--- config.mk ---
export PLATFORM = sky130hd
export DESIGN_NAME = fft_bfly_pair_stage_flat
export DESIGN_NICKNAME = d
export VERILOG_FILES = /design/src/rtl/fft_bfly_pair_stage_pkg.sv /design/src/rtl/fft_bfly_pair_stage_if.sv /design/src/rtl/fft_bfly_pair_stage_bfly2.sv /design/src/rtl/fft_bfly_pair_stage.sv /design/src/flat_wrapper.sv
export SDC_FILE = /design/constraint.sdc
export NUM_CORES = 2
export LEC_CHECK = 0
export BUFFER_PORTS_ARGS = -buffer_cell sky130_fd_sc_hd__buf_2
export CAP_MARGIN = 20
export CORE_AREA = 2 2 474 476
export DETAILED_ROUTE_END_ITERATION = 10
export DIE_AREA = 0 0 476 478
export GPL_TIMING_DRIVEN = 1
export PLACE_DENSITY = 0.43
export SETUP_SLACK_MARGIN = 0.1
export SYNTH_ARGS = -nofsm -noshare
export SYNTH_HDL_FRONTEND = slang
export SYNTH_HIERARCHICAL = 1
export SYNTH_SLANG_ARGS = --single-unit
--- constraint.sdc ---
create_clock -name clk -period 4.2 [get_ports clk]
set_clock_uncertainty 0.2 [all_clocks]
set_input_delay 0.42 -clock clk [delete_from_list [all_inputs] [get_ports clk]]
set_output_delay 0.42 -clock clk [all_outputs]
set_load 0.01 [all_outputs]
--- src/rtl/fft_bfly_pair_stage_pkg.sv ---
// Shared constants and phase encoding for the paired radix-2 butterfly stage.
package fft_pkg;

  localparam int DEF_WIDTH      = 9;
  localparam int DEF_DATA_WIDTH = 16;

  typedef enum logic {
    PH_A = 1'b0,
    PH_B = 1'b1
  } phase_t;

endpackage

--- src/rtl/fft_bfly_pair_stage_if.sv ---
// Vector bus between the upstream demux and the pair-butterfly stage.
interface fft_bfly_pair_stage_if
  import fft_pkg::*;
#(
  parameter int WIDTH      = DEF_WIDTH,
  parameter int DATA_WIDTH = DEF_DATA_WIDTH
) ();

  logic                    in_valid;
  logic                    clr;
  logic signed [WIDTH-1:0] reg_re  [0:DATA_WIDTH-1];
  logic signed [WIDTH-1:0] reg_im  [0:DATA_WIDTH-1];
  logic signed [WIDTH-1:0] cal_re  [0:DATA_WIDTH-1];
  logic signed [WIDTH-1:0] cal_im  [0:DATA_WIDTH-1];
  logic                    sel;
  logic                    out_valid;
  logic signed [WIDTH:0]   sum_re  [0:DATA_WIDTH-1];
  logic signed [WIDTH:0]   sum_im  [0:DATA_WIDTH-1];
  logic signed [WIDTH:0]   diff_re [0:DATA_WIDTH-1];
  logic signed [WIDTH:0]   diff_im [0:DATA_WIDTH-1];

  modport master (
    output in_valid, clr, reg_re, reg_im, cal_re, cal_im,
    input  sel, out_valid, sum_re, sum_im, diff_re, diff_im
  );

  modport slave (
    input  in_valid, clr, reg_re, reg_im, cal_re, cal_im,
    output sel, out_valid, sum_re, sum_im, diff_re, diff_im
  );

endinterface

--- src/rtl/fft_bfly_pair_stage_bfly2.sv ---
// Single-lane combinational radix-2 butterfly; one guard bit keeps results exact.
module fft_bfly2
  import fft_pkg::*;
#(
  parameter int WIDTH = DEF_WIDTH
) (
  input  logic signed [WIDTH-1:0] a_re,
  input  logic signed [WIDTH-1:0] a_im,
  input  logic signed [WIDTH-1:0] b_re,
  input  logic signed [WIDTH-1:0] b_im,
  output logic signed [WIDTH:0]   sum_re,
  output logic signed [WIDTH:0]   sum_im,
  output logic signed [WIDTH:0]   diff_re,
  output logic signed [WIDTH:0]   diff_im
);

  logic signed [WIDTH:0] a_re_x;
  logic signed [WIDTH:0] a_im_x;
  logic signed [WIDTH:0] b_re_x;
  logic signed [WIDTH:0] b_im_x;

  assign a_re_x = {a_re[WIDTH-1], a_re};
  assign a_im_x = {a_im[WIDTH-1], a_im};
  assign b_re_x = {b_re[WIDTH-1], b_re};
  assign b_im_x = {b_im[WIDTH-1], b_im};

  assign sum_re  = a_re_x + b_re_x;
  assign sum_im  = a_im_x + b_im_x;
  assign diff_re = a_re_x - b_re_x;
  assign diff_im = a_im_x - b_im_x;

endmodule

--- src/rtl/fft_bfly_pair_stage.sv ---
// Two-phase pair collector feeding DATA_WIDTH butterflies with registered results.
// Optional FFT_PAIR_CNT_EN adds a 16-bit completed-pair counter output.
module fft_bfly_pair_stage
  import fft_pkg::*;
#(
  parameter int WIDTH      = DEF_WIDTH,
  parameter int DATA_WIDTH = DEF_DATA_WIDTH
) (
  input  logic                  clk,
  input  logic                  rst_n,
`ifdef FFT_PAIR_CNT_EN
  output logic [15:0]           pair_cnt,
`endif
  fft_bfly_pair_stage_if.slave  bus
);

  phase_t phase_reg;
  phase_t phase_next;
  logic   capture;
  logic   compute;
  logic   out_valid_reg;

  // clr outranks in_valid so a flushed cycle neither captures nor computes
  always_comb begin
    phase_next = phase_reg;
    capture    = 1'b0;
    compute    = 1'b0;
    if (bus.clr) begin
      phase_next = PH_A;
    end else if (bus.in_valid) begin
      case (phase_reg)
        PH_A: begin
          capture    = 1'b1;
          phase_next = PH_B;
        end
        PH_B: begin
          compute    = 1'b1;
          phase_next = PH_A;
        end
        default: phase_next = PH_A;
      endcase
    end
  end

  always_ff @(posedge clk or negedge rst_n) begin
    if (!rst_n) begin
      phase_reg     <= PH_A;
      out_valid_reg <= 1'b0;
    end else begin
      phase_reg     <= phase_next;
      out_valid_reg <= compute;
    end
  end

  assign bus.sel       = (phase_reg == PH_B);
  assign bus.out_valid = out_valid_reg;

`ifdef FFT_PAIR_CNT_EN
  logic [15:0] pair_cnt_reg;

  always_ff @(posedge clk or negedge rst_n) begin
    if (!rst_n) begin
      pair_cnt_reg <= '0;
    end else if (bus.clr) begin
      pair_cnt_reg <= '0;
    end else if (compute) begin
      pair_cnt_reg <= pair_cnt_reg + 16'd1;
    end
  end

  assign pair_cnt = pair_cnt_reg;
`endif

  genvar gi;
  generate
    for (gi = 0; gi < DATA_WIDTH; gi++) begin : g_lane
      logic signed [WIDTH-1:0] hold_re_reg;
      logic signed [WIDTH-1:0] hold_im_reg;
      logic signed [WIDTH:0]   sum_re_next;
      logic signed [WIDTH:0]   sum_im_next;
      logic signed [WIDTH:0]   diff_re_next;
      logic signed [WIDTH:0]   diff_im_next;
      logic signed [WIDTH:0]   sum_re_reg;
      logic signed [WIDTH:0]   sum_im_reg;
      logic signed [WIDTH:0]   diff_re_reg;
      logic signed [WIDTH:0]   diff_im_reg;

      fft_bfly2 #(
        .WIDTH (WIDTH)
      ) u_bfly (
        .a_re    (hold_re_reg),
        .a_im    (hold_im_reg),
        .b_re    (bus.cal_re[gi]),
        .b_im    (bus.cal_im[gi]),
        .sum_re  (sum_re_next),
        .sum_im  (sum_im_next),
        .diff_re (diff_re_next),
        .diff_im (diff_im_next)
      );

      always_ff @(posedge clk or negedge rst_n) begin
        if (!rst_n) begin
          hold_re_reg <= '0;
          hold_im_reg <= '0;
          sum_re_reg  <= '0;
          sum_im_reg  <= '0;
          diff_re_reg <= '0;
          diff_im_reg <= '0;
        end else begin
          if (capture) begin
            hold_re_reg <= bus.reg_re[gi];
            hold_im_reg <= bus.reg_im[gi];
          end
          if (compute) begin
            sum_re_reg  <= sum_re_next;
            sum_im_reg  <= sum_im_next;
            diff_re_reg <= diff_re_next;
            diff_im_reg <= diff_im_next;
          end
        end
      end

      assign bus.sum_re[gi]  = sum_re_reg;
      assign bus.sum_im[gi]  = sum_im_reg;
      assign bus.diff_re[gi] = diff_re_reg;
      assign bus.diff_im[gi] = diff_im_reg;
    end
  endgenerate

endmodule

--- src/flat_wrapper.sv ---
// flat-port wrapper written by rule: the top's interface ports become plain ports
module fft_bfly_pair_stage_flat import fft_pkg::*;
#(
  parameter int WIDTH      = DEF_WIDTH,
  parameter int DATA_WIDTH = DEF_DATA_WIDTH
)
  (clk, rst_n, bus_in_valid, bus_clr, bus_reg_re, bus_reg_im, bus_cal_re, bus_cal_im, bus_sel, bus_out_valid, bus_sum_re, bus_sum_im, bus_diff_re, bus_diff_im);
  fft_bfly_pair_stage_if #(.WIDTH(WIDTH), .DATA_WIDTH(DATA_WIDTH)) bus_i ();
  input  logic clk;
  input  logic rst_n;
  input wire logic [$bits(bus_i.in_valid)-1:0] bus_in_valid;
  input wire logic [$bits(bus_i.clr)-1:0] bus_clr;
  input wire logic [$bits(bus_i.reg_re)-1:0] bus_reg_re;
  input wire logic [$bits(bus_i.reg_im)-1:0] bus_reg_im;
  input wire logic [$bits(bus_i.cal_re)-1:0] bus_cal_re;
  input wire logic [$bits(bus_i.cal_im)-1:0] bus_cal_im;
  output wire logic [$bits(bus_i.sel)-1:0] bus_sel;
  output wire logic [$bits(bus_i.out_valid)-1:0] bus_out_valid;
  output wire logic [$bits(bus_i.sum_re)-1:0] bus_sum_re;
  output wire logic [$bits(bus_i.sum_im)-1:0] bus_sum_im;
  output wire logic [$bits(bus_i.diff_re)-1:0] bus_diff_re;
  output wire logic [$bits(bus_i.diff_im)-1:0] bus_diff_im;
  assign bus_i.in_valid = bus_in_valid;
  assign bus_i.clr = bus_clr;
  assign bus_i.reg_re = {>>{bus_reg_re}};
  assign bus_i.reg_im = {>>{bus_reg_im}};
  assign bus_i.cal_re = {>>{bus_cal_re}};
  assign bus_i.cal_im = {>>{bus_cal_im}};
  assign bus_sel = bus_i.sel;
  assign bus_out_valid = bus_i.out_valid;
  assign bus_sum_re = {>>{bus_i.sum_re}};
  assign bus_sum_im = {>>{bus_i.sum_im}};
  assign bus_diff_re = {>>{bus_i.diff_re}};
  assign bus_diff_im = {>>{bus_i.diff_im}};
  fft_bfly_pair_stage #(.WIDTH(WIDTH), .DATA_WIDTH(DATA_WIDTH)) u_core (.clk(clk), .rst_n(rst_n), .bus(bus_i));
endmodule
After elaboration in Yosys (flattened, before gate mapping)
Index checks and enable logic that the tools add are counted.
{ "totals": {"wordCells": 173, "register_bits": 930, "input_bits": 580, "out_inout_bits": 642} }
{ "op_classes": {"n_addsub": 64, "reduce_logical": 1, "muxes": 9, "bitwise_logic": 1} }
{ "ops": {"columns": ["op", "count"], "rows": [
  ["adder 9 x 9 -> 10 bit", 32],
  ["subtractor 9 x 9 -> 10 bit", 32],
  ["two-way mux 1 bit", 8],
  ["case mux 1 bit (2 select lines)", 1],
  ["nonzero test 2 bit", 1],
  ["inverter 1 bit", 1]
]} }

Longest topological paths before layout
{ "logic_depth": {"word_depth": 4, "depth_mapped": 10} }

Modules after synthesis
Netlist, hierarchy kept.
{ "by_module_without_submodules": {"columns": ["module", "area_per_inst_um2", "n_inst", "seq_area_each_um2", "cells_per_inst"], "rows": [
  ["fft_bfly_pair_stage", 36642.6, 1, 23272.3, 1965],
  ["fft_bfly2 (u_core.g_lane[11].u_bfly ...)", 1669.1, 5, 0.0, 224],
  ["fft_bfly2 (u_core.g_lane[0].u_bfly ...)", 1602.8, 5, 0.0, 221],
  ["fft_bfly2 (u_core.g_lane[6].u_bfly ...)", 1571.5, 2, 0.0, 216],
  ["fft_bfly2 (u_core.g_lane[5].u_bfly)", 1609.0, 1, 0.0, 220],
  ["fft_bfly2 (u_core.g_lane[12].u_bfly)", 1585.3, 1, 0.0, 218],
  ["fft_bfly2 (u_core.g_lane[7].u_bfly)", 1584.0, 1, 0.0, 220],
  ["fft_bfly2 (u_core.g_lane[9].u_bfly)", 1582.8, 1, 0.0, 220]
]} }

Least setup slack after synthesis
No wires, ideal clock.
{ "synth_timing": {"path_type": "register to register", "from": "reg u_core.g_lane[12].hold_im_reg[0]", "to": "reg u_core.g_lane[12].diff_im_reg[8]", "stages_incl_launch_ff": 11, "required_time_ps": 3875, "arrival_time_ps": 2138, "slack_ps": 1737, "n_path_buf": 0, "synth_period_minus_slack_ps": 2463, "setup_time_ps": 125, "path_cell_list": "dfrtp_1 > inv_1 > ha_1 > inv_1 > fa_1 > a21oi_4 > o221ai_2 > or3_1 > a31oi_1 > xnor2_1 > mux2_4"} }
{ "synth_via": {"elab_chain_cells": 1} }
{ "synth_rtl": {"columns": ["element", "line", "text"], "rows": [
  ["start: declaration", "fft_bfly_pair_stage.sv:78", "logic signed [WIDTH-1:0] hold_im_reg;"],
  ["start signal: assignment", "fft_bfly_pair_stage.sv:112", "hold_im_reg <= bus.reg_im[gi];"],
  ["subtractor 9 x 9 -> 10 bit", "fft_bfly_pair_stage_bfly2.sv:30", "assign diff_im = a_im_x - b_im_x;"],
  ["via u_core.g_lane[12].diff_im_next[8]", "fft_bfly_pair_stage.sv:82", "logic signed [WIDTH:0] diff_im_next;"],
  ["end signal: assignment", "fft_bfly_pair_stage.sv:118", "diff_im_reg <= diff_im_next;"],
  ["end: declaration", "fft_bfly_pair_stage.sv:86", "logic signed [WIDTH:0] diff_im_reg;"]
]} }
The timed path passes the listed nets, and every way through them passes these cells.
A chain may end at the register's enable or synchronous reset.

Final worst setup path
{ "layout_timing": {"from": "reg u_core.g_lane[1].hold_re_reg[0]", "to": "reg u_core.g_lane[1].diff_re_reg[8]"} }
{ "layout_via": {"elab_chain_cells": 1} }
{ "layout_rtl": {"columns": ["element", "line", "text"], "rows": [
  ["start: declaration", "fft_bfly_pair_stage.sv:77", "logic signed [WIDTH-1:0] hold_re_reg;"],
  ["start signal: assignment", "fft_bfly_pair_stage.sv:111", "hold_re_reg <= bus.reg_re[gi];"],
  ["subtractor 9 x 9 -> 10 bit", "fft_bfly_pair_stage_bfly2.sv:29", "assign diff_re = a_re_x - b_re_x;"],
  ["via u_core.g_lane[1].diff_re_next[8]", "fft_bfly_pair_stage.sv:81", "logic signed [WIDTH:0] diff_re_next;"],
  ["end signal: assignment", "fft_bfly_pair_stage.sv:117", "diff_re_reg <= diff_re_next;"],
  ["end: declaration", "fft_bfly_pair_stage.sv:85", "logic signed [WIDTH:0] diff_re_reg;"]
]} }
The timed path passes the listed nets, and every way through them passes these cells.

==> results <==
- The per-instance average area after synthesis is 11.4 sq um.
- After detailed routing, the average wire length per cell comes to 23.1 microns.
- The shortest clock period the worst path allows after layout is 2.64 ns.
- Dividing the detail-routed via count by the number of cells gives 4.61.
- The number of buffers added by the clock tree synthesis step is 120.
- The clock latency of the later-clocked register in the worst-skew pair is 0.77 ns.
- The actual slew at the worst max-slew pin is 0.837 ns.
- The first global-routing pass estimated 338 mm of wire.
- Of the cells placed in the final design, the portion with a size suffix greater than 1 is 35.8%.
- The setup path with the least slack is of type reg2reg.
- The initial utilization of the core area, before any placement, comes to 28.0%.
- The number of antenna violations at the first check in global routing is 108.
- The DRC violation total after the first TritonRoute iteration is 2313.
- The number of standard-cell rows in the floorplan is 174.
- Measured against its own limit, the worst slew margin works out to 44.2%.
- The launching element type of the critical path is a register.
- The number of nets handed over by synthesis was 6720.
- The number of distinct standard cells referenced by the synthesized netlist is 78.
- The detailed-router iteration count before antenna repair is 7.
- For this run, the leading register cell type out of synthesis is dfrtp_1.
- After layout, the worst path uses 62.8% of the clock period.
- The worst setup path is captured at a register.
- The maximum clock frequency is 379 MHz.
- In this run the number of H-tree levels came out at 3.
- The die extent in x is 476 microns.
- The final number of max-transition violations was 0.
- Post-CTS timing repair inserted 0 buffers for setup.
- The floorplan step defined a die boundary enclosing 228000 sq um.
- Detailed placement ended at an HPWL of 191 mm.
- Yosys printed 6 warnings.
- Counting flops with a built-in enable in the synthesized netlist gives 0.
- The async set or reset register ratio after synthesis is 100%.
- STA puts the critical path data required time at 4.65 ns.
- Counting every sink on the clock net gives 930.
- The number of top-level design ports is 1222.
- In the synthesized netlist, the number of instances is 5500.
- The flow ran to the end, and the final reports show no timing, DRC or antenna violations.
- Counting flops and latches in the post-synthesis netlist gives 930.
- TritonCTS built the clock tree.
- Setup repair after global routing left no endpoint under its margin.
- The number of max-cap violations is 0.
- The total of endpoints with negative setup slack in the final report is 0.
- The routed design has 235 mm of wire.
- The final-report hold violation count came to 0.
- In this run the worst hold path is classified as in2reg.
- The number of nets in the layout is 8275.
- The layout-stage area growth over the synthesis result is 27.6%.
- The overall die height is 478 microns.
- The number of global-route vias before repair is 48000.
- The reported leakage power is 0.0379 uW.
- The post-detailed-route DRC marker count is 0.
- The root cell of the clock tree is clkbuf_16.
- Measured on the finished design, the core utilization comes to 35.7%.
- VDD sags by at most 0.000389 V.
- The placeable core area is 223000 sq um.
- The cell area that synthesis handed to floorplanning was 62500 sq um.
- Data on the critical path arrives at its endpoint at 3.09 ns.
- The power density relative to cell area is 621 nW/um^2.
- Summing the sequential cell areas from Yosys gives 37.2% of the chip area.
- Buffers placed on the I/O ports in this run total 1221.
- After global routing the overflow that remains totals 0.
- Entering global routing, the biggest net connects 116 pins.
- For the final routed database, the setup TNS stands at 0 ns.
- The total via count after detailed routing is 47000.
- The clock-pin slew on the worst setup and hold paths is 0.06 ns.
- In this run, post-CTS repair resized a total of 0 instances.
- The critical-path maximum fanout is 3.
- The total routing resource utilization after global routing is 20.0%.
- Routability-driven placement finished with a final weighted congestion of 0.897.
- The detail route stage leaves a number of antenna-violating nets equal to 0.
- The largest buffer count on any clock path is 3.
-- synthesized netlist by cell type (all sizes together), types with 8 or more instances --
cell type,count,area (sq um)
a2bb2oi,11,109
xor2,151,1320
nor2,379,1420
inv,539,2020
a2111o,10,113
or2,33,206
nand3,50,250
nor3,73,370
or3,17,115
a22o,10,87.6
clkbuf,53,205
a21o,50,375
buf,215,1730
o211ai,31,233
dfrtp,930,23300
a31oi,36,225
o31a,39,342
nor2b,123,769
nand4,8,50.1
a211oi,22,165
o221ai,16,196
o21ai,169,846
a2111oi,20,375
o22ai,24,150
mux2,928,12300
xnor2,242,2120
o21a,58,473
nor3b,26,195
o41ai,35,490
nand3b,8,60.1
a221oi,11,96.3
o21bai,61,458
ha,576,7210
o311ai,17,149
nor4,30,188
and3,12,75.1
o31ai,22,180
nand2,63,236
a21oi,259,1360
fa,64,1280
nand2b,32,213
-- where the power goes --
part / switching (uW) / internal (uW)
clock: 4440 / 6630
sequential: 2880 / 12600
combinational: 12100 / 10800
-- layer usage --
layer | up-vias | track usage (%) | wire length, microns
li1 | 22100 | - | -
met1 | 23100 | 24.8 | 100000
met2 | 1304 | 32.9 | 109000
met3 | 392 | 5.80 | 17100
met4 | 52 | 7.14 | 8620
met5 | - | 0 | 333
-- area by class of cell --
type | instances | area (sq um)
Clock inverter | 56 | 767
Sequential cell | 930 | 23300
Tap cell | 2992 | 3740
Multi-Input combinational cell | 3763 | 35300
Timing Repair Buffer | 1701 | 11100
Fill cell | 22500 | 143000
Inverter | 539 | 2020
Clock buffer | 167 | 3440
Antenna cell | 39 | 97.6
-- path summary, 6_finish.rpt --
kind	cells past startpoint	end	slack, ns	start
max	10	u_core/g_lane[1].diff_re_reg[8]	1.56	u_core/g_lane[1].hold_re_reg[0]
min	5	u_core/g_lane[11].diff_im_reg[9]	0.09	bus_cal_im[44]
max reg2reg	10	u_core/g_lane[1].diff_re_reg[8]	1.56	u_core/g_lane[1].hold_re_reg[0]
min reg2reg	1	u_core/g_lane[2].diff_re_reg[9]	0.30	u_core/g_lane[2].diff_re_reg[9]
max in group asynchronous	3	u_core/g_lane[6].diff_im_reg[9]	2.50	rst_n
min in group asynchronous	2	u_core/g_lane[0].diff_im_reg[5]	0.10	rst_n
-- cell families (layout without fill, tap and decap cells) --
logic type	after synthesis	after routing	share of synthesized area [%]
mux	934	934	19.8
simple gates	868	868	6.83
flops	930	930	37.2
fa+ha+maj	640	640	13.6
xor+xnor	393	393	5.51
buf+inv	807	2463	6.33
other cells	0	39	0
compound gates	928	928	10.7
-- placed cells by master (no fill, tap or decap), types with 31 or more instances in the layout --
master / instances
nor2b_1: 123
mux2_4: 500
diode_2: 39
o21ai_0: 142
o21a_1: 53
mux2_2: 428
xor2_1: 151
nand2_1: 63
nand3_1: 50
a31oi_1: 36
ha_1: 576
buf_12: 31
inv_1: 523
or2_2: 32
buf_4: 47
dfrtp_1: 930
fa_1: 64
xnor2_1: 242
dlygate4sd3_1: 401
nor3_1: 72
nor2_1: 379
o211ai_1: 31
a21o_1: 50
o21bai_1: 61
clkbuf_16: 123
a21oi_1: 247
o31a_1: 39
buf_2: 1220
-- per-stage QoR --
step	hold WS, ns	power (uW)	setup WS (ns)	instance area, sq um	cells
CTS	0.00112	50200	1.57	79700	10100
global route	0.0559	52600	1.39	79700	10200
global placement	0.286	38100	1.31	71400	9523
floorplan	-0.0756	28700	1.74	62500	5500
detailed placement	0.287	38200	1.43	71400	9524
finish	0.0930	49500	1.56	79800	10200
-- critical path, stage by stage, from the launching register on --
cell      delay (ns)
dfrtp_1         0.39
inv_1           0.06
ha_1            0.18
inv_1           0.06
fa_1            0.39
a21oi_1         0.27
o21ai_1         0.14
a211oi_1        0.30
o21bai_1        0.13
xnor2_1         0.14
mux2_2          0.27
-- what timing repair did --
action                                 in CTS  in global routing
endpoints found under the hold margin     571                  0
hold buffers                              401                  0
setup endpoints to repair                   0                  0
Note: power is estimated with default switching activity, not from simulation.
